`src/rtl/sram_seq_pkg.sv`:
```
// rtl/sram_seq_pkg.sv - shared state encoding and default parameters for the SRAM BIST sequencer
package sram_seq_pkg;

   localparam int         DEF_ADDR_W        = 17;
   localparam int         DEF_DATA_W        = 8;
   localparam int         DEF_LAST_ADDR     = 255;
   localparam int         DEF_ACCESS_CYCLES = 4;
   localparam logic [7:0] DEF_SEED          = 8'hA5;

   typedef enum logic [2:0] {
      IDLE,
      WR_ISSUE,
      WR_WAIT,
      RD_ISSUE,
      RD_WAIT,
      CHECK,
      FINISH
   } seq_state_t;

endpackage

```
`src/rtl/seq_wait_timer.sv`:
```
// rtl/seq_wait_timer.sv - access latency countdown; expired is high on the last wait cycle
module seq_wait_timer #(
   parameter int CYCLES = 4
) (
   input  logic clk,
   input  logic rst,
   input  logic load,
   input  logic tick,
   output logic expired
);

   localparam int CNT_W = (CYCLES > 1) ? $clog2(CYCLES) : 1;

   logic [CNT_W-1:0] cnt;

   // Loaded with CYCLES-1 so that the wait state lasts exactly CYCLES cycles
   always_ff @(posedge clk or negedge rst) begin
      if (!rst) begin
         cnt <= '0;
      end else if (load) begin
         cnt <= CNT_W'(CYCLES - 1);
      end else if (tick && (cnt != '0)) begin
         cnt <= cnt - CNT_W'(1);
      end
   end

   assign expired = (cnt == '0);

endmodule

```
`src/rtl/sram_bist_seq.sv`:
```
// rtl/sram_bist_seq.sv - SRAM write/read-back BIST sequencer; SEQ_INVERT_PASS_EN adds an inverted second pass
module sram_bist_seq
   import sram_seq_pkg::*;
#(
   parameter int                ADDR_W        = DEF_ADDR_W,
   parameter int                DATA_W        = DEF_DATA_W,
   parameter int                LAST_ADDR     = DEF_LAST_ADDR,
   parameter int                ACCESS_CYCLES = DEF_ACCESS_CYCLES,
   parameter logic [DATA_W-1:0] SEED          = DEF_SEED
) (
   input  logic              clk,
   input  logic              rst,
   input  logic              start,
   output logic              wr_request,
   output logic              rd_request,
   output logic [ADDR_W-1:0] addr,
   output logic [DATA_W-1:0] wr_data,
   input  logic [DATA_W-1:0] rd_data,
   output logic              busy,
   output logic              done,
   output logic              pass,
   output logic [7:0]        err_cnt,
   output logic [ADDR_W-1:0] fail_addr
);

   localparam logic [ADDR_W-1:0] LAST_A = ADDR_W'(LAST_ADDR);

`ifdef SEQ_INVERT_PASS_EN
   localparam logic TWO_PASS = 1'b1;
`else
   localparam logic TWO_PASS = 1'b0;
`endif

   seq_state_t        state, state_nxt;
   logic              inv_q;
   logic              timer_load, timer_tick, timer_expired;
   logic              addr_inc, addr_clr, inv_set;
   logic              last_addr, mismatch;
   logic [DATA_W-1:0] pattern;

   assign last_addr = (addr == LAST_A);
   assign pattern   = inv_q ? ~(addr[DATA_W-1:0] ^ SEED) : (addr[DATA_W-1:0] ^ SEED);
   assign mismatch  = (state == CHECK) && (rd_data != pattern);

   seq_wait_timer #(.CYCLES(ACCESS_CYCLES)) u_timer (
      .clk     (clk),
      .rst     (rst),
      .load    (timer_load),
      .tick    (timer_tick),
      .expired (timer_expired)
   );

   always_ff @(posedge clk or negedge rst) begin
      if (!rst) state <= IDLE;
      else      state <= state_nxt;
   end

   always_comb begin
      state_nxt  = state;
      timer_load = 1'b0;
      timer_tick = 1'b0;
      addr_inc   = 1'b0;
      addr_clr   = 1'b0;
      inv_set    = 1'b0;
      case (state)
         IDLE:     if (start) state_nxt = WR_ISSUE;
         WR_ISSUE: begin
            state_nxt  = WR_WAIT;
            timer_load = 1'b1;
         end
         WR_WAIT: begin
            timer_tick = 1'b1;
            if (timer_expired) begin
               state_nxt = last_addr ? RD_ISSUE : WR_ISSUE;
               addr_clr  = last_addr;
               addr_inc  = !last_addr;
            end
         end
         RD_ISSUE: begin
            state_nxt  = RD_WAIT;
            timer_load = 1'b1;
         end
         RD_WAIT: begin
            timer_tick = 1'b1;
            if (timer_expired) state_nxt = CHECK;
         end
         CHECK: begin
            if (!last_addr) begin
               state_nxt = RD_ISSUE;
               addr_inc  = 1'b1;
            end else if (TWO_PASS && !inv_q) begin
               state_nxt = WR_ISSUE;
               addr_clr  = 1'b1;
               inv_set   = 1'b1;
            end else begin
               state_nxt = FINISH;
            end
         end
         FINISH:   state_nxt = IDLE;
         default:  state_nxt = IDLE;
      endcase
   end

   // err_cnt never returns to zero once incremented, so zero marks "no mismatch yet"
   always_ff @(posedge clk or negedge rst) begin
      if (!rst) begin
         addr      <= '0;
         inv_q     <= 1'b0;
         err_cnt   <= '0;
         fail_addr <= '0;
         pass      <= 1'b0;
      end else if ((state == IDLE) && start) begin
         addr      <= '0;
         inv_q     <= 1'b0;
         err_cnt   <= '0;
         fail_addr <= '0;
         pass      <= 1'b0;
      end else begin
         if (addr_clr)      addr <= '0;
         else if (addr_inc) addr <= addr + ADDR_W'(1);
         if (inv_set) inv_q <= 1'b1;
         if (mismatch) begin
            if (err_cnt != 8'hFF) err_cnt <= err_cnt + 8'd1;
            if (err_cnt == 8'd0)  fail_addr <= addr;
         end
         if ((state == CHECK) && (state_nxt == FINISH))
            pass <= (err_cnt == 8'd0) && !mismatch;
      end
   end

   assign wr_request = (state == WR_ISSUE);
   assign rd_request = (state == RD_ISSUE);
   assign busy       = (state != IDLE) && (state != FINISH);
   assign done       = (state == FINISH);
   assign wr_data    = ((state == WR_ISSUE) || (state == WR_WAIT)) ? pattern : '0;

endmodule

```
`config.mk`:
```
export PLATFORM = sky130hd
export DESIGN_NAME = sram_bist_seq
export DESIGN_NICKNAME = d
export VERILOG_FILES = /design/src/rtl/sram_seq_pkg.sv /design/src/rtl/seq_wait_timer.sv /design/src/rtl/sram_bist_seq.sv
export SDC_FILE = /design/constraint.sdc
export NUM_CORES = 1
export LEC_CHECK = 0
export CORE_ASPECT_RATIO = 1.75
export CORE_MARGIN = 5
export CORE_UTILIZATION = 50
export CTS_CLUSTER_DIAMETER = 60
export DETAILED_ROUTE_END_ITERATION = 10
export HOLD_SLACK_MARGIN = 0.12
export PLACE_DENSITY_LB_ADDON = 0.12
export RECOVER_POWER = 100
export SLEW_MARGIN = 20
export SYNTH_ARGS = -nofsm -noshare
export SYNTH_HDL_FRONTEND = slang
export SYNTH_HIERARCHICAL = 1
export SYNTH_SLANG_ARGS = --single-unit
```
`constraint.sdc`:
```
create_clock -name clk -period 5.8 [get_ports clk]
set_clock_uncertainty 0.15 [all_clocks]
set_input_delay 1.16 -clock clk [delete_from_list [all_inputs] [get_ports clk]]
set_output_delay 1.16 -clock clk [all_outputs]
set_load 0.01 [all_outputs]
```
After elaboration in Yosys (flattened, before gate mapping)
Index checks and enable logic that the tools add are counted.
{ "totals": {"regBits": 48, "out_inout_bits": 55, "word_cells": 72, "inputBits": 11} }
{ "op_classes": {"reduce_logical": 24, "n_bitwise": 1, "addsub": 3, "muxes": 27, "eq_ne": 11} }
{ "op_table": {"columns": ["cell", "count"], "rows": [
  ["$mux 17", 6],
  ["$mux 8", 4],
  ["$pmux 3 s6", 1],
  ["$add 17x1->17 const B", 1],
  ["$eq 17x8->1 const B", 1],
  ["$eq 3x3->1 const B", 4],
  ["$mux 3", 4],
  ["$reduce_bool 2->1", 6],
  ["$add 8x1->8 const B", 1],
  ["$logic_not 8->1", 1],
  ["$mux 1", 8],
  ["$ne 8x8->1", 1],
  ["$ne 8x8->1 const B", 1],
  ["$eq 3x2->1 const B", 2],
  ["$logic_and 1x1->1", 6],
  ["$mux 2", 3],
  ["$reduce_bool 3->1", 2],
  ["$not 4->4", 1],
  ["$reduce_and 2->1", 2],
  ["$reduce_or 2->1", 2],
  ["$eq 3x1->1 const B", 1],
  ["$logic_not 3->1", 1],
  ["$ne 3x3->1 const B", 1],
  ["$logic_not 1->1", 2],
  ["other kinds (4)", 4]
]} }

Longest topological paths before layout
Gate-level depths: netlist (run 1).
{ "depth": {"depth_word": 8, "ltp_mapped": 8, "ltp_nobuf": 7} }

By module
Netlist (run 1), hierarchy kept.
{ "modules_own_cells": {"columns": ["mod", "cells_per_inst", "n_inst", "seq_area_each_um2", "area_each_um2"], "rows": [
  ["sram_bist_seq", 299, 1, 1151.1, 2716.4],
  ["seq_wait_timer", 12, 1, 50.0, 123.9]
]} }

Worst setup path after synthesis (run 1)
No wires, ideal clock.
{ "synth_path": {"path_type": "input port to flip-flop", "start": "input rd_data[0]", "end": "register fail_addr[10]", "setup_slack_ns": 3.250, "arrival_time_ns": 2.321, "cell_stages": 7, "required_time_ns": 5.571, "n_path_buf": 2, "setup_ns": 0.079, "path_cell_list": "xor2_1 nand4_1 o21ai_1 buf_2 nor2_4 buf_4 mux2i_1"} }
{ "synth_via": {"elab_chain_cells": 4} }
{ "synth_rtl": {"columns": ["item", "line", "source"], "rows": [
  ["start: declaration", "sram_bist_seq.sv:18", "input logic [DATA_W-1:0] rd_data,"],
  ["$ne 8x8->1", "sram_bist_seq.sv:43", "assign mismatch = (state == CHECK) && (rd_data != pattern);"],
  ["$logic_and 1x1->1", "sram_bist_seq.sv:43", null],
  ["$reduce_bool 2->1 (no line)", null, null],
  ["$reduce_and 2->1 (no line)", null, null],
  ["end signal: assignment", "sram_bist_seq.sv:124", "if (err_cnt == 8'd0) fail_addr <= addr;"],
  ["end: declaration", "sram_bist_seq.sv:23", "output logic [ADDR_W-1:0] fail_addr"]
]} }
No other way between the ends.
A chain may end at the register's enable or synchronous reset.

Worst setup path after layout (run 1)
{ "layout_path": {"start": "input rd_data[5]", "end": "register fail_addr[2]"} }
The elaborated chain is that of the path after synthesis.

==> run_results.csv, run 1 <==
group,metric,value,unit
cells_and_area,areaGrowthSynthToFinish,25.8,%
place,gp_congestion,0.818,
min_path,hold_class,"reg2reg",
place,post-place-ws,2.32,ns
place,hpwl,5700,µm
setup_path,cp_slowest_stage_delay,1.51,ns
die,fp.coreArea,5540,µm²
die,fp.dieH,110,µm
setup_path,slowest_stage,"nor2_1",
synthesis,synth.avg_cell_area,9.13,µm²
synthesis,ys_ff_latch,48,
sta,tightest_slew,2.59,ns
clock_tree,cts_root_buf,"clkbuf_8",
global_routing,grt_max_degree,49,
synthesis,syn_nets,326,
die,ioPinCount,66,
synthesis,synth_seq_area_share,0.423,
setup_path,crit_fanout,17,
pwr,leakage,1.59,nW
setup_path,setup.worst_path.end_class,"flip-flop",
clock_tree,cts.sinks,48,
route,viasPerCell,5.63,
clock_tree,cts_hold_buf,0,
status,failed_checks,"capacitance limit, slew limit",
cells_and_area,drive_gt1_frac,0.0514,
cells_and_area,diodes,0,
synthesis,synthCells,311,
route,drtAntennaViolNets,0,
sta,drv_slew,67,
sta,fmax,0.237,GHz
die,start_util,0.513,
synthesis,synthArstFlopShare,1.00,
place,placed_cells,439,
global_routing,grt_use_total,0.220,
route,routedWlPerCell,17.1,µm
synthesis,syn-cell-area,2840,µm²
synthesis,synth_cell_types,58,
sta,fin_ws,1.57,ns
setup_path,setup.worst_path.start_class,"input pin",
sta,fin_setup_tns,0,ns
sta,final-setup-viol-count,0,
setup_path,path_cells,"dlygate4sd3_1, xor2_1, nand4_1, o21ai_0, nor2_1, mux2i_1",
global_routing,antenna_found_initial,0,
clock_tree,cts_tree,"yes",
synthesis,netlist_top_cells_area,"dfrtp_1 (42%), mux2i_1 (7.8%), nand2_1 (4.9%)",
route,drt_iter0_markers,99,
route,num_vias,2513,
cells_and_area,fin_cells,446,
clock_tree,cts_buffers,5,
synthesis,synth_top_area_frac,0.423,
route,drc,0,
die,num_rows,36,
clock_tree,ctsHtreeMaxLevel,2,
route,wl,7610,µm
global_routing,first_global_vias,2559,
clock_tree,cts_buffer_depth,2,
clock_tree,cts_resized,0,
setup_path,critPathKind,"in2reg",
setup_path,arrival,4.18,ns
sta,rsz0062_at_grt,"false",
global_routing,grt-ovfl-total,0,
status,outcome,"finished, violations left",
synthesis,synth_ff_type,"dfrtp_1",
setup_path,cp_data_required_time,5.75,ns
clock_tree,clk_pin_slew,0.09,ns
setup_path,cp_num_buf_inv,1,
synthesis,yosys.area.top_type,"dfrtp_1",
clock_tree,postCtsSetupBuffers,0,
pwr,peakVddDrop,132,µV
sta,relSlewSlack,-0.727,
pwr,power-per-cell-area,161,nW/µm²
die,die_area,7350,µm²
sta,finalHoldViolations,0,
sta,finalCritPeriodShare,0.729,
setup_path,cp_top_family,"simple AND/OR/NAND/NOR gates",
synthesis,synth_edf_count,0,
clock_tree,worstSkewPairLatency,0.30,ns
route,dr.pass1.iters,4,
run,drv_cap,2,
synthesis,ys_warn_count,6,
place,port_buffers,65,
global_routing,grt_first_pass_wirelength,12400,µm
sta,fin_crit,4.23,ns
cells_and_area,nets,385,
die,die_w,67.0,µm
==> metal layers <==
layer  share of wire  wire length [µm]  GRT usage  up-vias
li1                -                 -          -     1208
met1            0.38              2930      0.242     1212
met4           0.026               200     0.0769        0
met2            0.56              4230      0.421       77
met3           0.033               252     0.0286       16
met5               0                 0          0        -
==> worst reg2reg max path, cell delays in order (launching register included) <==
cell      delay (ns)
dfrtp_1         0.53
nand2b_1        0.24
nor2_1          0.31
o21ai_0         0.49
nor2_1          1.52
mux2i_1         0.25
==> power by group <==
part | internal (mW) | switching, mW
registers | 0.335 | 0.000520
clock network | 0.107 | 0.113
logic | 0.00893 | 0.0108
total | 0.450 | 0.124
==> placed cells by master (no fill, tap or decap), types with 8 or more instances in the layout <==
| master | netlist | layout |
|---|---|---|
| dfrtp_1 | 48 | 48 |
| nor3_1 | 12 | 12 |
| a21oi_1 | 16 | 16 |
| dlygate4sd3_1 | 0 | 56 |
| mux2i_1 | 22 | 22 |
| o21ai_0 | 14 | 15 |
| or3_1 | 9 | 9 |
| nor2_1 | 26 | 27 |
| clkdlybuf4s50_1 | 0 | 8 |
| inv_1 | 23 | 23 |
| nand2_1 | 37 | 37 |
| nand3_1 | 8 | 8 |
==> kinds of logic after synthesis <==
kind of cell,synth area share
flops,0.423
buf+inv,0.0603
xor+xnor,0.0339
compound gates,0.134
mux,0.0815
fa+ha+maj,0.0176
simple gates,0.249
==> cells in the mapped netlist (all sizes together) (3+ instances only) <==
library cell  instances
a211o                 3
mux2i                22
inv                  23
buf                  11
or3                   9
nand3                 9
o31ai                 4
and3                  5
nand2                37
dfrtp                48
o21ai                17
nor4                  4
a21o                  4
nor3                 12
clkbuf                3
nor2                 27
nor2b                 3
or4                   3
nand2b                4
xnor2                 7
nand4                 4
ha                    4
or2                   3
xor2                  4
a21oi                16
==> flip-flops by register name (all words and copies together) (netlist names) <==
register / count
pass: 1
err_cnt: 8
state: 3
u_timer/cnt: 2
addr: 17
fail_addr: 17
==> cell type report <==
| type | instances | area (µm²) |
|---|---|---|
| Multi-Input combinational cell | 226 | 1440 |
| Timing Repair Buffer | 66 | 649 |
| Inverter | 23 | 86.3 |
| Clock buffer | 7 | 96.3 |
| Fill cell | 503 | 1970 |
| Tap cell | 76 | 95.1 |
| Sequential cell | 48 | 1200 |
==> per-stage QoR <==
step	instance area (µm²)	power (mW)	util	hold slack [ns]
finish	3570	0.575	0.645	0.379
global placement	3500	0.363	0.632	0.362
global route	3570	0.593	0.645	0.398
detailed placement	3500	0.364	0.632	0.365
floorplan	2840	0.347	-	0.351
CTS	3600	0.578	0.650	0.382
==> final timing paths <==
path | from | end | slack (ns) | depth (start not counted)
setup / recovery | rd_data[5] | fail_addr[2] | 1.57 | 6
hold / removal | fail_addr[3] | fail_addr[3] | 0.38 | 2
setup reg to reg | state[1] | fail_addr[2] | 2.13 | 5
hold reg to reg | fail_addr[3] | fail_addr[3] | 0.38 | 2
max in group asynchronous | rst | addr[0] | 2.42 | 2
min in group asynchronous | rst | fail_addr[5] | 1.60 | 2
Power figures use the tool's default switching activity.
==> run 2: changes to the inputs <==
==> constraint.sdc (replaced) <==
create_clock -name clk -period 4.3 [get_ports clk]
set_clock_uncertainty 0.15 [all_clocks]
set_input_delay 0.86 -clock clk [delete_from_list [all_inputs] [get_ports clk]]
set_output_delay 0.86 -clock clk [all_outputs]
set_load 0.01 [all_outputs]
==> run_results.csv, run 2 (synthesized netlist as in run 1, its figures left out) <==
group,metric,value,unit
status,outcome,"finished, violations left",
status,failed_checks,"capacitance limit, slew limit",
sta,finalHoldViolations,0,
cells_and_area,nets,387,
setup_path,slowest_stage,"o21ai_0",
global_routing,first_global_vias,2640,
setup_path,path_cells,"dlygate4sd3_1, xnor2_1, nand4_1, o21ai_0, nor2_2, mux2i_1",
sta,relSlewSlack,-0.715,
setup_path,critPathKind,"in2reg",
global_routing,antenna_found_initial,0,
cells_and_area,multiInputGateArea,1440,µm²
die,die_w,67.0,µm
clock_tree,cts_tree,"yes",
route,wl,7540,µm
cells_and_area,final_common_cell,"dlygate4sd3_1",
cells_and_area,diodes,0,
sta,fin_setup_tns,0,ns
setup_path,cp_num_buf_inv,1,
sta,rsz0062_at_grt,"false",
min_path,hold_class,"reg2reg",
place,hpwl,5720,µm
setup_path,crit_fanout,17,
cells_and_area,seq_area,1200,µm²
pwr,peakVddDrop,183,µV
setup_path,setup.worst_path.start_class,"input pin",
sta,finalCritPeriodShare,0.780,
clock_tree,clk_pin_slew,0.10,ns
clock_tree,cts_buffer_depth,2,
sta,final-setup-viol-count,0,
pwr,total_power,762,µW
setup_path,arrival,3.36,ns
cells_and_area,fillers,503,
setup_path,cp_slowest_stage_delay,0.93,ns
sta,tightest_slew,2.57,ns
global_routing,grt_use_total,0.228,
cells_and_area,areaGrowthSynthToFinish,26.2,%
global_routing,grt_first_pass_wirelength,12700,µm
die,fp.dieH,110,µm
clock_tree,cts_buffers,5,
run,drv_cap,2,
route,drc,0,
clock_tree,cts_hold_buf,0,
sta,fmax,0.298,GHz
clock_tree,cts_root_buf,"clkbuf_8",
place,gp_congestion,0.835,
route,drt_iter0_markers,114,
clock_tree,cts.sinks,48,
setup_path,setup.worst_path.end_class,"flip-flop",
sta,drv_slew,50,
place,port_buffers,65,
setup_path,cp_top_family,"compound AO/OA/AOI/OAI gates",
cells_and_area,layout_common_cells,"dlygate4sd3_1 (56), dfrtp_1 (48), nand2_1 (37)",
route,routedWlPerCell,16.8,µm
global_routing,grt-ovfl-total,0,
route,viasPerCell,5.57,
clock_tree,postCtsSetupBuffers,0,
route,num_vias,2502,
cells_and_area,top_regs,"addr (17), fail_addr (17), err_cnt (8)",
pwr,leakage,1.59,nW
route,dr.pass1.iters,4,
clock_tree,cts_resized,0,
die,start_util,0.513,
sta,fin_crit,3.35,ns
die,die_area,7350,µm²
cells_and_area,drive_gt1_frac,0.0563,
clock_tree,ctsHtreeMaxLevel,2,
global_routing,grt_max_degree,49,
die,fp.coreArea,5540,µm²
setup_path,cp_data_required_time,4.30,ns
die,ioPinCount,66,
die,num_rows,36,
route,drtAntennaViolNets,0,
clock_tree,worstSkewPairLatency,0.31,ns
pwr,power-per-cell-area,213,nW/µm²
run 2: layout make-up:
type / instances / area share
Timing Repair Buffer: 68 / 0.185
Tap cell: 76 / 0.0265
Clock buffer: 7 / 0.0241
Inverter: 23 / 0.0241
Clock inverter: 1 / 0.00209
Sequential cell: 48 / 0.335
Multi-Input combinational cell: 226 / 0.403
run 2: where the power goes:
part	switching, mW	internal (mW)	total, mW
registers	0.000668	0.452	0.453
clock network	0.152	0.131	0.282
logic	0.0145	0.0121	0.0266
total	0.167	0.595	0.762
run 2: layer usage:
layer  vias to the layer above  global-route usage  part of all wire
li1                       1202                   -                 -
met4                         0              0.0871             0.024
met5                         -                   0                 0
met1                      1216               0.255              0.40
met3                        15              0.0348             0.037
met2                        69               0.421              0.54
run 2: worst paths after layout:
check / cells after the start / start / endpoint / slack (ns)
max in group asynchronous: 2 / rst / state[0] / 1.24
min reg2reg: 2 / fail_addr[7] / fail_addr[7] / 0.37
min: 2 / fail_addr[7] / fail_addr[7] / 0.37
max reg2reg: 6 / addr[0] / addr[10] / 1.07
max: 6 / rd_data[6] / fail_addr[3] / 0.95
min in group asynchronous: 2 / rst / fail_addr[1] / 1.29
run 2: tightest hold or removal path: stages (launching register included):
cell	delay [ns]
dfrtp_1	0.38
nand2_1	0.06
mux2i_1	0.05
run 2: metrics by stage:
| step | util | cells | hold WS, ns | area, µm² | setup WS (ns) |
|---|---|---|---|---|---|
| 2_1_floorplan | - | 311 | 0.351 | 2840 | 2.05 |
| 3_3_place_gp | 0.635 | 441 | 0.363 | 3520 | 1.24 |
| 3_5_place_dp | 0.635 | 441 | 0.365 | 3520 | 1.19 |
| 4_1_cts | 0.652 | 449 | 0.379 | 3610 | 1.26 |
| 5_1_grt | 0.647 | 449 | 0.402 | 3580 | 0.678 |
| 6_report | 0.647 | 449 | 0.371 | 3580 | 0.946 |
